**src/rtl/vector_pkg.sv**
```systemverilog
// Shared definitions for the vector rasteriser: FSM state encoding and the
// width of the per-polyline segment-count field.
package vector_pkg;

    localparam int S_WIDTH = 8;

    typedef enum logic [3:0] {
        ST_IDLE        = 4'd0,
        ST_CLEAR       = 4'd1,
        ST_FETCH_COUNT = 4'd2,
        ST_FETCH_ATTR  = 4'd3,
        ST_FETCH_X0    = 4'd4,
        ST_FETCH_Y0    = 4'd5,
        ST_FETCH_X     = 4'd6,
        ST_FETCH_Y     = 4'd7,
        ST_SETUP       = 4'd8,
        ST_DRAW        = 4'd9,
        ST_DONE        = 4'd10
    } state_t;

endpackage

```
**src/rtl/vector_bresenham_step.sv**
```systemverilog
// One integer Bresenham step: next (x, y, err) from the current point, error
// term and the segment's fixed deltas/directions. Purely combinational.
module vector_bresenham_step #(
    parameter int COORD_WIDTH = 8
) (
    input  logic [COORD_WIDTH-1:0]        x_i,
    input  logic [COORD_WIDTH-1:0]        y_i,
    input  logic signed [COORD_WIDTH+1:0] err_i,
    input  logic signed [COORD_WIDTH+1:0] dx_i,
    input  logic signed [COORD_WIDTH+1:0] dy_i,
    input  logic                          sx_neg_i,
    input  logic                          sy_neg_i,
    output logic [COORD_WIDTH-1:0]        x_o,
    output logic [COORD_WIDTH-1:0]        y_o,
    output logic signed [COORD_WIDTH+1:0] err_o
);

    logic signed [COORD_WIDTH+1:0] e2;

    always_comb begin
        e2    = err_i <<< 1;
        x_o   = x_i;
        y_o   = y_i;
        err_o = err_i;
        if (e2 >= dy_i) begin
            err_o = err_o + dy_i;
            x_o   = sx_neg_i ? (x_i - COORD_WIDTH'(1)) : (x_i + COORD_WIDTH'(1));
        end
        if (e2 <= dx_i) begin
            err_o = err_o + dx_i;
            y_o   = sy_neg_i ? (y_i - COORD_WIDTH'(1)) : (y_i + COORD_WIDTH'(1));
        end
    end

endmodule

```
**src/rtl/vector_raster.sv**
```systemverilog
// Display-list line rasteriser: optional framebuffer clear, then walks polylines
// from list RAM and draws them with Bresenham through a ready/stall write port.
module vector_raster
    import vector_pkg::*;
#(
    parameter int                     COORD_WIDTH     = 8,
    parameter int                     LIST_ADDR_WIDTH = 9,
    parameter int                     PIXEL_WIDTH     = 8,
    parameter logic [PIXEL_WIDTH-1:0] CLEAR_VALUE     = '0
) (
    input  logic                         clk,
    input  logic                         reset,
    input  logic                         frame_start,
    input  logic                         clear_en,
    output logic [LIST_ADDR_WIDTH-1:0]   list_addr,
    input  logic [COORD_WIDTH-1:0]       list_data,
    output logic [2*COORD_WIDTH-1:0]     fb_addr,
    output logic [PIXEL_WIDTH-1:0]       fb_data,
    output logic                         fb_we,
    input  logic                         fb_ready,
    output logic                         busy,
    output logic                         done,
    output logic                         overrun
);

    localparam int CW    = COORD_WIDTH;
    localparam int SW    = COORD_WIDTH + 2;
    localparam int CNT_W = (COORD_WIDTH < S_WIDTH) ? COORD_WIDTH : S_WIDTH;

    state_t                     state_q, state_d;
    logic                       rd_ph_q, rd_ph_d;
    logic [LIST_ADDR_WIDTH-1:0] addr_q, addr_d;
    logic [2*CW-1:0]            clr_q, clr_d;
    logic [CW-1:0]              px_q, px_d, py_q, py_d;
    logic [S_WIDTH-1:0]         rem_q, rem_d;
    logic                       first_q, first_d;
    logic                       ovr_q, ovr_d;

    logic [CW-1:0]              ex_q, ex_d, ey_q, ey_d;
    logic signed [SW-1:0]       err_q, err_d, dx_q, dx_d, dy_q, dy_d;
    logic                       sxn_q, sxn_d, syn_q, syn_d;
    logic [PIXEL_WIDTH-1:0]     col_q, col_d;

    logic [S_WIDTH-1:0]         list_count;
    logic [PIXEL_WIDTH-1:0]     list_colour;

    generate
        if (CNT_W < S_WIDTH) begin : g_cnt_narrow
            assign list_count = {{(S_WIDTH-CNT_W){1'b0}}, list_data[CNT_W-1:0]};
        end else begin : g_cnt_full
            assign list_count = list_data[S_WIDTH-1:0];
        end
        if (PIXEL_WIDTH > COORD_WIDTH) begin : g_col_wide
            assign list_colour = {{(PIXEL_WIDTH-COORD_WIDTH){1'b0}}, list_data};
        end else begin : g_col_narrow
            assign list_colour = list_data[PIXEL_WIDTH-1:0];
        end
    endgenerate

    // Segment setup terms, valid while the current and end points are latched.
    logic signed [SW-1:0] ddx, ddy, su_dx, su_dy, su_err;

    assign ddx    = $signed({2'b00, ex_q}) - $signed({2'b00, px_q});
    assign ddy    = $signed({2'b00, ey_q}) - $signed({2'b00, py_q});
    assign su_dx  = ddx[SW-1] ? -ddx : ddx;
    assign su_dy  = ddy[SW-1] ? ddy : -ddy;
    assign su_err = su_dx + su_dy;

    logic                 in_setup;
    logic signed [SW-1:0] st_err_in, st_dx_in, st_dy_in, st_err;
    logic                 st_sxn_in, st_syn_in;
    logic [CW-1:0]        st_x, st_y;

    assign in_setup  = (state_q == ST_SETUP);
    assign st_err_in = in_setup ? su_err     : err_q;
    assign st_dx_in  = in_setup ? su_dx      : dx_q;
    assign st_dy_in  = in_setup ? su_dy      : dy_q;
    assign st_sxn_in = in_setup ? ddx[SW-1]  : sxn_q;
    assign st_syn_in = in_setup ? ddy[SW-1]  : syn_q;

    vector_bresenham_step #(
        .COORD_WIDTH (COORD_WIDTH)
    ) u_step (
        .x_i      (px_q),
        .y_i      (py_q),
        .err_i    (st_err_in),
        .dx_i     (st_dx_in),
        .dy_i     (st_dy_in),
        .sx_neg_i (st_sxn_in),
        .sy_neg_i (st_syn_in),
        .x_o      (st_x),
        .y_o      (st_y),
        .err_o    (st_err)
    );

    logic at_end, last_addr;

    assign at_end    = (px_q == ex_q) && (py_q == ey_q);
    assign last_addr = &addr_q;

    always_comb begin
        state_d = state_q;
        rd_ph_d = rd_ph_q;
        addr_d  = addr_q;
        clr_d   = clr_q;
        px_d    = px_q;
        py_d    = py_q;
        rem_d   = rem_q;
        first_d = first_q;
        ex_d    = ex_q;
        ey_d    = ey_q;
        err_d   = err_q;
        dx_d    = dx_q;
        dy_d    = dy_q;
        sxn_d   = sxn_q;
        syn_d   = syn_q;
        col_d   = col_q;
        ovr_d   = frame_start && (state_q != ST_IDLE);

        case (state_q)
            ST_IDLE: begin
                if (frame_start) begin
                    addr_d  = '0;
                    rd_ph_d = 1'b0;
                    clr_d   = '0;
                    state_d = clear_en ? ST_CLEAR : ST_FETCH_COUNT;
                end
            end

            ST_CLEAR: begin
                if (fb_ready) begin
                    if (&clr_q) state_d = ST_FETCH_COUNT;
                    else        clr_d   = clr_q + (2*CW)'(1);
                end
            end

            // Each list word: one cycle presenting the address, one capturing data.
            ST_FETCH_COUNT, ST_FETCH_ATTR, ST_FETCH_X0,
            ST_FETCH_Y0, ST_FETCH_X, ST_FETCH_Y: begin
                if (!rd_ph_q) begin
                    rd_ph_d = 1'b1;
                end else begin
                    rd_ph_d = 1'b0;
                    if (!last_addr) addr_d = addr_q + LIST_ADDR_WIDTH'(1);
                    case (state_q)
                        ST_FETCH_COUNT: begin
                            rem_d   = list_count;
                            state_d = (list_count == '0) ? ST_DONE : ST_FETCH_ATTR;
                        end
                        ST_FETCH_ATTR: begin
                            col_d   = list_colour;
                            state_d = ST_FETCH_X0;
                        end
                        ST_FETCH_X0: begin
                            px_d    = list_data;
                            state_d = ST_FETCH_Y0;
                        end
                        ST_FETCH_Y0: begin
                            py_d    = list_data;
                            first_d = 1'b1;
                            state_d = ST_FETCH_X;
                        end
                        ST_FETCH_X: begin
                            ex_d    = list_data;
                            state_d = ST_FETCH_Y;
                        end
                        default: begin
                            ey_d    = list_data;
                            state_d = ST_SETUP;
                        end
                    endcase
                    // Running off the end of list RAM terminates the pass.
                    if (last_addr) state_d = ST_DONE;
                end
            end

            ST_SETUP: begin
                dx_d    = su_dx;
                dy_d    = su_dy;
                sxn_d   = ddx[SW-1];
                syn_d   = ddy[SW-1];
                rem_d   = rem_q - S_WIDTH'(1);
                first_d = 1'b0;
                if (first_q) begin
                    err_d   = su_err;
                    state_d = ST_DRAW;
                end else if (at_end) begin
                    state_d = (rem_q != S_WIDTH'(1)) ? ST_FETCH_X : ST_FETCH_COUNT;
                end else begin
                    // Shared vertex was already drawn by the previous segment.
                    px_d    = st_x;
                    py_d    = st_y;
                    err_d   = st_err;
                    state_d = ST_DRAW;
                end
            end

            ST_DRAW: begin
                if (fb_ready) begin
                    if (at_end) begin
                        state_d = (rem_q != '0) ? ST_FETCH_X : ST_FETCH_COUNT;
                    end else begin
                        px_d  = st_x;
                        py_d  = st_y;
                        err_d = st_err;
                    end
                end
            end

            ST_DONE: state_d = ST_IDLE;

            default: state_d = ST_IDLE;
        endcase
    end

    always_ff @(posedge clk or negedge reset) begin
        if (!reset) begin
            state_q <= ST_IDLE;
            rd_ph_q <= 1'b0;
            addr_q  <= '0;
            clr_q   <= '0;
            px_q    <= '0;
            py_q    <= '0;
            rem_q   <= '0;
            first_q <= 1'b0;
            ovr_q   <= 1'b0;
        end else begin
            state_q <= state_d;
            rd_ph_q <= rd_ph_d;
            addr_q  <= addr_d;
            clr_q   <= clr_d;
            px_q    <= px_d;
            py_q    <= py_d;
            rem_q   <= rem_d;
            first_q <= first_d;
            ovr_q   <= ovr_d;
        end
    end

    // Segment datapath: always loaded before use, so no reset needed.
    always_ff @(posedge clk) begin
        ex_q  <= ex_d;
        ey_q  <= ey_d;
        err_q <= err_d;
        dx_q  <= dx_d;
        dy_q  <= dy_d;
        sxn_q <= sxn_d;
        syn_q <= syn_d;
        col_q <= col_d;
    end

    assign list_addr = addr_q;
    assign fb_we     = (state_q == ST_CLEAR) || (state_q == ST_DRAW);
    assign fb_addr   = (state_q == ST_CLEAR) ? clr_q : {py_q, px_q};
    assign fb_data   = (state_q == ST_CLEAR) ? CLEAR_VALUE :
                       (state_q == ST_DRAW)  ? col_q : '0;
    assign busy      = (state_q != ST_IDLE);
    assign done      = (state_q == ST_DONE);
    assign overrun   = ovr_q;

endmodule

```
**config.mk**
```make
export PLATFORM = sky130hd
export DESIGN_NAME = vector_raster
export DESIGN_NICKNAME = d
export VERILOG_FILES = /design/src/rtl/vector_pkg.sv /design/src/rtl/vector_bresenham_step.sv /design/src/rtl/vector_raster.sv
export SDC_FILE = /design/constraint.sdc
export NUM_CORES = 1
export LEC_CHECK = 0
export CORE_ASPECT_RATIO = 1.5
export CORE_MARGIN = 2
export CORE_UTILIZATION = 40
export DETAILED_ROUTE_END_ITERATION = 10
export SETUP_SLACK_MARGIN = 0.15
export SLEW_MARGIN = 10
export SYNTH_ARGS = -nofsm -noshare
export SYNTH_HDL_FRONTEND = slang
export SYNTH_HIERARCHICAL = 1
export SYNTH_SLANG_ARGS = --single-unit
```
**constraint.sdc**
```tcl
create_clock -name clk -period 16.2 [get_ports clk]
set_input_delay 4.86 -clock clk [delete_from_list [all_inputs] [get_ports clk]]
set_output_delay 4.86 -clock clk [all_outputs]
set_load 0.02 [all_outputs]
```
* Word-level counts from Yosys, hierarchy flattened
Cells that the tools add are included.
** Word-level totals
- Register bits :: 112
- Bits of input ports :: 13
- Output and inout port bits :: 37
- Word-level logic and storage cells :: 151
** Operators by class
- Add/sub/neg operators :: 14
- Magnitude comparators :: 2
- Equality and inequality tests :: 25
- Multiplexer cells :: 64
- Bitwise logic cells :: 1
- Reductions and logical operators :: 28
** Operator list (number)
- $mux W8 :: 18
- $mux W10 :: 10
- $mux W16 :: 4
- $pmux W8 S3 :: 2
- $mux W4 :: 10
- $pmux W4 S5 :: 2
- $pmux W16 S2 :: 1
- $add A10 B10 Y10 :: 3
- $mux W9 :: 3
- $ne A2 B2 Y1 const B :: 12
- $sub A8 B1 Y8 const B :: 3
- $neg A9 Y10 :: 2
- $pmux W10 S2 :: 1
- $pmux W9 S2 :: 1
- $sub A8 B8 Y9 :: 2
- $add A16 B1 Y16 const B :: 1
- $add A8 B1 Y8 const B :: 2
- $eq A4 B3 Y1 const B :: 4
- $eq A8 B8 Y1 :: 2
- $pmux W8 S2 :: 1
- $reduce_and A16 Y1 :: 1
- $reduce_and A3 Y1 :: 5
- $eq A4 B4 Y1 const B :: 3
- $ge A10 B10 Y1 :: 1
- 25 further kinds :: 40

* Depth between registers and ports, before layout
Gate-level depths: netlist of the first run.
- Word-level depth :: 12
- Mapped depth :: 40
- Gate-level depth less buffers :: 39

* Cells and area by module
Netlist of the first run, hierarchy kept.
** Modules (own cells, without submodules)
- vector_raster :: times used 1, cells each 801, area each 6761.5 um^2, seq. area each 2862.7 um^2
- vector_bresenham_step :: times used 1, cells each 283, area each 2050.7 um^2, seq. area each 0.0 um^2

* Least setup slack after synthesis of the first run
Ideal clock, no wire load.
- Path type :: reg2reg
- Start :: register py_q[0]
- End :: register err_q[9], data pin
- Setup time :: 259 ps
- Arrival time :: 6966 ps
- Required time :: 15941 ps
- Path slack :: 8975 ps
- Cell stages (with the launch flop) :: 36
- Path buffers :: 1
- Period minus slack after synthesis :: 7225 ps
- Path through :: dfrtp_1 -> ha_1 -> inv_1 -> fa_1 -> nand3_1 -> a21oi_1 -> a211oi_1 -> nor2_1 -> xnor2_1 -> ha_1 -> nor2b_1 -> o21a_1 -> o21ai_0 -> nand2b_1 -> a21oi_1 -> o21bai_1 -> maj3_1 -> xnor2_1 -> o21ai_0 -> ha_1 -> o22ai_2 -> buf_2 -> nor2_1 -> a21oi_1 -> inv_1 -> ha_1 -> a21o_1 -> a311oi_1 -> a211oi_1 -> o21a_1 -> o21a_1 -> nor3_1 -> xnor2_1 -> nand2_1 -> nand2_1 -> a211o_1
** Between the ends
- Cells in the longest elaborated chain, start to end :: 12
- Elaborated cells between the ends (all ways) :: 18
- Classes of those cells :: add/sub (5); order compare (2); eq/ne (1); mux (9); reduce/logical (1)
** RTL lines
- start: declaration :: RTL line vector_raster.sv:34 : logic [CW-1:0] px_q, px_d, py_q, py_d;
- start signal: assignment :: RTL line vector_raster.sv:233 : py_q <= py_d;
- $sub A8 B8 Y9 * :: RTL line vector_raster.sv:64 : assign ddy = $signed({2'b00, ey_q}) - $signed({2'b00, py_q});
- $neg A9 Y10 :: RTL line vector_raster.sv:66 : assign su_dy = ddy[SW-1] ? ddy : -ddy;
- $mux W10 * :: RTL line vector_raster.sv:66
- $add A10 B10 Y10 * :: RTL line vector_raster.sv:67 : assign su_err = su_dx + su_dy;
- $mux W10 * :: RTL line vector_raster.sv:75 : assign st_err_in = in_setup ? su_err : err_q;
- net st_err_in[8] :: RTL line vector_raster.sv:70 : logic signed [SW-1:0] st_err_in, st_dx_in, st_dy_in, st_err;
- $add A10 B10 Y10 or $ge A10 B10 Y1 (tied branches) :: RTL line vector_bresenham_step.sv:26, vector_bresenham_step.sv:25
- $mux W10 :: RTL line vector_bresenham_step.sv:25 : if (e2 >= dy_i) begin
- $add A10 B10 Y10 :: RTL line vector_bresenham_step.sv:30 : err_o = err_o + dx_i;
- $mux W10 * :: RTL line vector_bresenham_step.sv:29 : if (e2 <= dx_i) begin
- net st_err[9] :: RTL line vector_raster.sv:70
- $mux W10 * :: RTL line vector_raster.sv:187, vector_raster.sv:200
- $mux W10 (on tied branches) :: RTL line vector_raster.sv:199, vector_raster.sv:184
- $pmux W10 S2 * :: RTL line vector_raster.sv:120 : case (state_q)
- net err_d[9] :: RTL line vector_raster.sv:40 : logic signed [SW-1:0] err_q, err_d, dx_q, dx_d, dy_q, dy_d;
- end signal: assignment :: RTL line vector_raster.sv:244 : err_q <= err_d;
- end: declaration :: RTL line vector_raster.sv:40
Mark *: on every way through the listed nets, which the timed path passes. The rest lies on a longest branch. The select of a mux whose other input is x is not followed.
A chain may end at the register's enable or synchronous reset.

* Final worst setup path of the first run
- Start :: register py_q[3]
- End :: register err_q[8], data pin
The elaborated chain is that of the path after synthesis.

==> impl_metrics.json, run 1 <==
{
  "slew_viol_final": 0,
  "drt_iter0_drc": 326,
  "fin_setup_tns_ps": 0,
  "grt_max_degree": 57,
  "drt-total-wl_um": 23800,
  "dp_slack_ps": 8240,
  "ios": 50,
  "holdCritPathClass": "reg -> reg",
  "num_rows": 65,
  "antenna_cells": 0,
  "layout.nets": 1184,
  "post-route-util": 0.457,
  "start_util": 0.408,
  "viasPerCell": 5.46,
  "syn_to_final_growth_pct": 12.0,
  "period_needed_ps": 8000,
  "setup_ws_ps": 8200,
  "synth_nets": 1157,
  "min_to": "dx_q[9]",
  "yosysWarningCount": 6,
  "max_freq_mhz": 125,
  "die-area_sq_um": 22700,
  "hold_viol": 0,
  "clock_skew_ps": 9.13,
  "finalSetupViolations": 0,
  "core_area_sq_um": 21100,
  "worst_pin_slew_ps": 1120,
  "portBuffers": 49,
  "status": "finished, final reports clean",
  "clk_latency_ps": 370,
  "root_buffer": "clkbuf_16",
  "gp_congestion": 0.886,
  "drv_cap": 0,
  "overflow": 0,
  "syn_avg_cell_area_sq_um": 8.13,
  "path_clk_slew_ps": 80,
  "max-slew-margin-rel": 0.252,
  "drive_gt1_frac": 0.0440,
  "cts_resized": 0,
  "cts_buffers": 9,
  "hold_start": "dx_q[9]",
  "cts.sink_count": 111,
  "r2r_slack_ps": 8200,
  "ctsHoldBuffers": 0,
  "cts_buffer_depth": 2,
  "rsz0062_at_grt": "false",
  "grt_pass1_vias": 7332,
  "worstPathMaxFanout": 26,
  "synthCells": 1058,
  "first_pass_iters": 5,
  "required_ps": 16300,
  "h-tree-depth": 3,
  "r2r_start": "py_q[3]",
  "reg2reg_depth": 35,
  "slowest_stage": "a211oi_1",
  "cp-end-kind": "register",
  "finalCritPeriodShare": 0.494,
  "grt_pass1_wl_um": 38000,
  "fillers": 2108,
  "r2r-end": "err_q[8]",
  "synth_area_sq_um": 8600,
  "cp.arrival_ps": 8100,
  "hold_path_depth": 1,
  "ant_nets": 0,
  "fp.dieW_um": 124,
  "die_h_um": 184,
  "cts_setup_buffers": 0,
  "drc": 0,
  "vias": 7408,
  "hpwl_um": 18500,
  "crit_type": "reg -> reg",
  "dpl_cell_area_sq_um": 9340,
  "wl_per_cell_um": 17.6,
  "postLayoutCellArea_sq_um": 9630,
  "startpoint_type": "register",
  "grt_usage": 0.219,
  "antenna_found_initial": 0,
  "cts_tree": "done",
  "slowest_delay_ps": 570
}
[flip-flops by register name, indices dropped and copies added (netlist names)]
name       count
clr_q         16
dx_q          10
dy_q          10
err_q          9
list_addr      9
col_q          8
ex_q           8
ey_q           8
px_q           8
py_q           8
rem_q          8
state_q        4
first_q        1
overrun        1
rd_ph_q        1
sxn_q          1
syn_q          1
[through the flow]
stage / hold WS, ps / instances
2_1_floorplan: 428 / 1058
3_3_place_gp: 443 / 1342
3_5_place_dp: 457 / 1342
4_1_cts: 478 / 1358
5_1_grt: 500 / 1358
6_report: 471 / 1358
[how the worst max path moves through the flow]
stage	startpoint	endpoint	slack, ps	cells after the start
4_1_cts	py_q[0]	err_q[8]	8220	36
5_1_grt	py_q[0]	err_q[8]	7630	36
3_5_place_dp	py_q[0]	err_q[8]	8240	36
3_3_place_gp	py_q[3]	err_q[8]	8330	35
2_1_floorplan	py_q[0]	err_q[8]	9270	35
6_report	py_q[3]	err_q[8]	8200	35
[placed cells by master, fill, tap and decap left out, drive strengths merged, types with 33 or more instances in the layout]
master	instances
nor2	97
xor2	38
nand2	158
inv	81
o21ai	103
a21oi	76
clkdlybuf4s50	48
edfxtp	33
xnor2	33
dfrtp	56
ha	79
[layout make-up]
type / instances / area, sq um / area share
clock buffer: 9 / 225 / 0.0234
clock inverter: 7 / 61.3 / 0.00637
inverter: 75 / 282 / 0.0292
multi-input combinational: 830 / 5340 / 0.554
sequential: 111 / 2830 / 0.294
tap: 268 / 335 / 0.0348
timing repair buffer: 58 / 553 / 0.0574
[worst max-delay path: cells and delay by family, from the launching register on]
| family | cells | cell delay, ps |
|---|---|---|
| XOR/XNOR | 3 | 500 |
| AND/OR/NAND/NOR | 7 | 560 |
| AO/OA/AOI/OAI | 14 | 3340 |
| buffers and inverters | 3 | 480 |
| multiplexers | 2 | 640 |
| adder cells (fa/ha/maj) | 6 | 1790 |
| flip-flops | 1 | 410 |
[layer usage]
layer | share of wire | GRT usage | vias to the layer above
met1 | 0.40 | 0.242 | 3503
met5 | 0 | 0 | -
met2 | 0.53 | 0.404 | 143
li1 | - | - | 3720
met3 | 0.030 | 0.0282 | 42
met4 | 0.041 | 0.105 | 0
Power of run 1 is left out: the tool's default activity adds up to more than one toggle a clock period on the data nets, which glitch-free logic cannot reach.
==> inputs of run 2 (changes only) <==
- clock period: 16.2 -> 8.15 ns (I/O delays scaled with it)
==> run 2 against run 1 <==
Final cell count rose by 0.74%; first-iteration DRC count rose by 7.4%; non-clock buffer count rose by 10; fmax rose by 10%; core utilization rose by 0.46 points; sequential share of layout area fell by 0.28 points; worst hold slack got worse by 4.0 ps; via count rose by 0.45%; clock skew rose by 0.66 ps; cell area rose by 1.0%; count of clock-buffer cells in the layout rose by 3; flip-flop and latch count did not move; critical path type unchanged; critical endpoint unchanged.
==> impl_metrics.json, run 2 (synthesized netlist as in run 1, its figures left out) <==
{
  "startpoint_type": "register",
  "cts.sink_count": 111,
  "die_h_um": 184,
  "top_usage_layer": "met2",
  "clock_skew_ps": 9.80,
  "drc": 0,
  "start_util": 0.408,
  "required_ps": 8250,
  "drt_iter0_drc": 350,
  "slew_viol_final": 0,
  "portBuffers": 49,
  "largest_reg_flops": 16,
  "fin_setup_tns_ps": 0,
  "slowest_stage": "xnor2_1",
  "path_clk_slew_ps": 80,
  "largest_registers": "clr_q x16, dx_q x10, dy_q x10",
  "cp-end-kind": "register",
  "core_area_sq_um": 21100,
  "ios": 50,
  "finalCritPeriodShare": 0.888,
  "grt_pass1_wl_um": 38600,
  "cp.arrival_ps": 7340,
  "crit_top_cell": "ha_1",
  "die-area_sq_um": 22700,
  "grt_max_degree": 57,
  "max-slew-margin-rel": 0.234,
  "layout.nets": 1194,
  "period_needed_ps": 7240,
  "cts_buffer_depth": 2,
  "worstPathMaxFanout": 6,
  "vias": 7441,
  "grt_usage": 0.223,
  "hold_viol": 0,
  "clk_latency_ps": 370,
  "worst_pin_slew_ps": 1140,
  "hpwl_um": 18800,
  "drt-total-wl_um": 24100,
  "antenna_found_initial": 0,
  "rsz0062_at_grt": "false",
  "cts_tree": "done",
  "first_pass_iters": 5,
  "root_buffer": "clkbuf_16",
  "drv_cap": 0,
  "slowest_delay_ps": 450,
  "use_met1": 0.248,
  "h-tree-depth": 3,
  "num_rows": 65,
  "holdCritPathClass": "reg -> reg",
  "cts_buffers": 9,
  "gr-usage-met3": 0.0335,
  "hold_ws_ps": 467,
  "gp_congestion": 0.871,
  "top_register": "clr_q",
  "status": "finished, final reports clean",
  "syn_to_final_growth_pct": 13.1,
  "ant_nets": 0,
  "viasPerCell": 5.44,
  "wl_per_cell_um": 17.6,
  "crit_type": "reg -> reg",
  "met2_usage": 0.411,
  "grt_pass1_vias": 7410,
  "drive_gt1_frac": 0.0555,
  "max_freq_mhz": 138,
  "layout_common_cells": "158 x nand2_1, 100 x o21ai_0, 97 x nor2_1, 79 x ha_1, 75 x inv_1",
  "fp.dieW_um": 124,
  "final_common_cell": "nand2_1",
  "finalSetupViolations": 0,
  "overflow": 0,
  "antenna_cells": 0
}
## run 2: cell types whose count changed in the layout (fill, tap and decap cells not counted), sizes merged
cell	before	now
buf	10	20
inv	81	77
clkbuf	9	12
clkinvlp	0	1
## run 2: area by class of cell
type | count | area [sq um]
clock buffer | 12 | 258
tap | 268 | 335
clock inverter | 4 | 36.3
sequential | 111 | 2830
timing repair buffer | 68 | 628
multi-input combinational | 830 | 5350
inverter | 75 | 282
fill | 2087 | 11300
## run 2: worst paths after layout
check | slack (ps) | start | endpoint | depth (start not counted)
max | 910 | px_q[0] | err_q[8] | 34
min | 470 | dx_q[9] | dx_q[9] | 1
max reg2reg | 910 | px_q[0] | err_q[8] | 34
min reg2reg | 470 | dx_q[9] | dx_q[9] | 1
max in group asynchronous | 5360 | reset | px_q[0] | 2
min in group asynchronous | 2200 | reset | rem_q[1] | 2
## run 2: metrics by stage
stage               area [sq um]  std cells   util  setup WS [ps]
detailed placement          9380       1349  0.446            567
global placement            9380       1349  0.446            684
CTS                         9680       1365  0.459            535
global route                9720       1368  0.462            239
finish                      9720       1368  0.462            912
floorplan                   8600       1058      -           1220
## run 2: timing repair
item                       4_1_cts  5_1_grt
hold buffers                     0        0
gates resized for setup          0        8
buffers inserted                 0        3
setup endpoints to repair        0        4
## run 2: critical path: cells and delay by family, from the launching register on
| kind | cells | cell delay, ps |
|---|---|---|
| AO/OA/AOI/OAI | 12 | 2160 |
| adder cells (fa/ha/maj) | 6 | 1680 |
| XOR/XNOR | 4 | 1100 |
| AND/OR/NAND/NOR | 7 | 660 |
| multiplexers | 2 | 640 |
| flip-flops | 1 | 430 |
| buffers and inverters | 3 | 330 |
## run 2: routing by layer
metal  up-vias  share of wire
li1       3747              -
met1      3512           0.40
met2       144           0.53
met3        38          0.033
met4         0          0.040
met5         -              0
Power of run 2 is left out for the same reason.
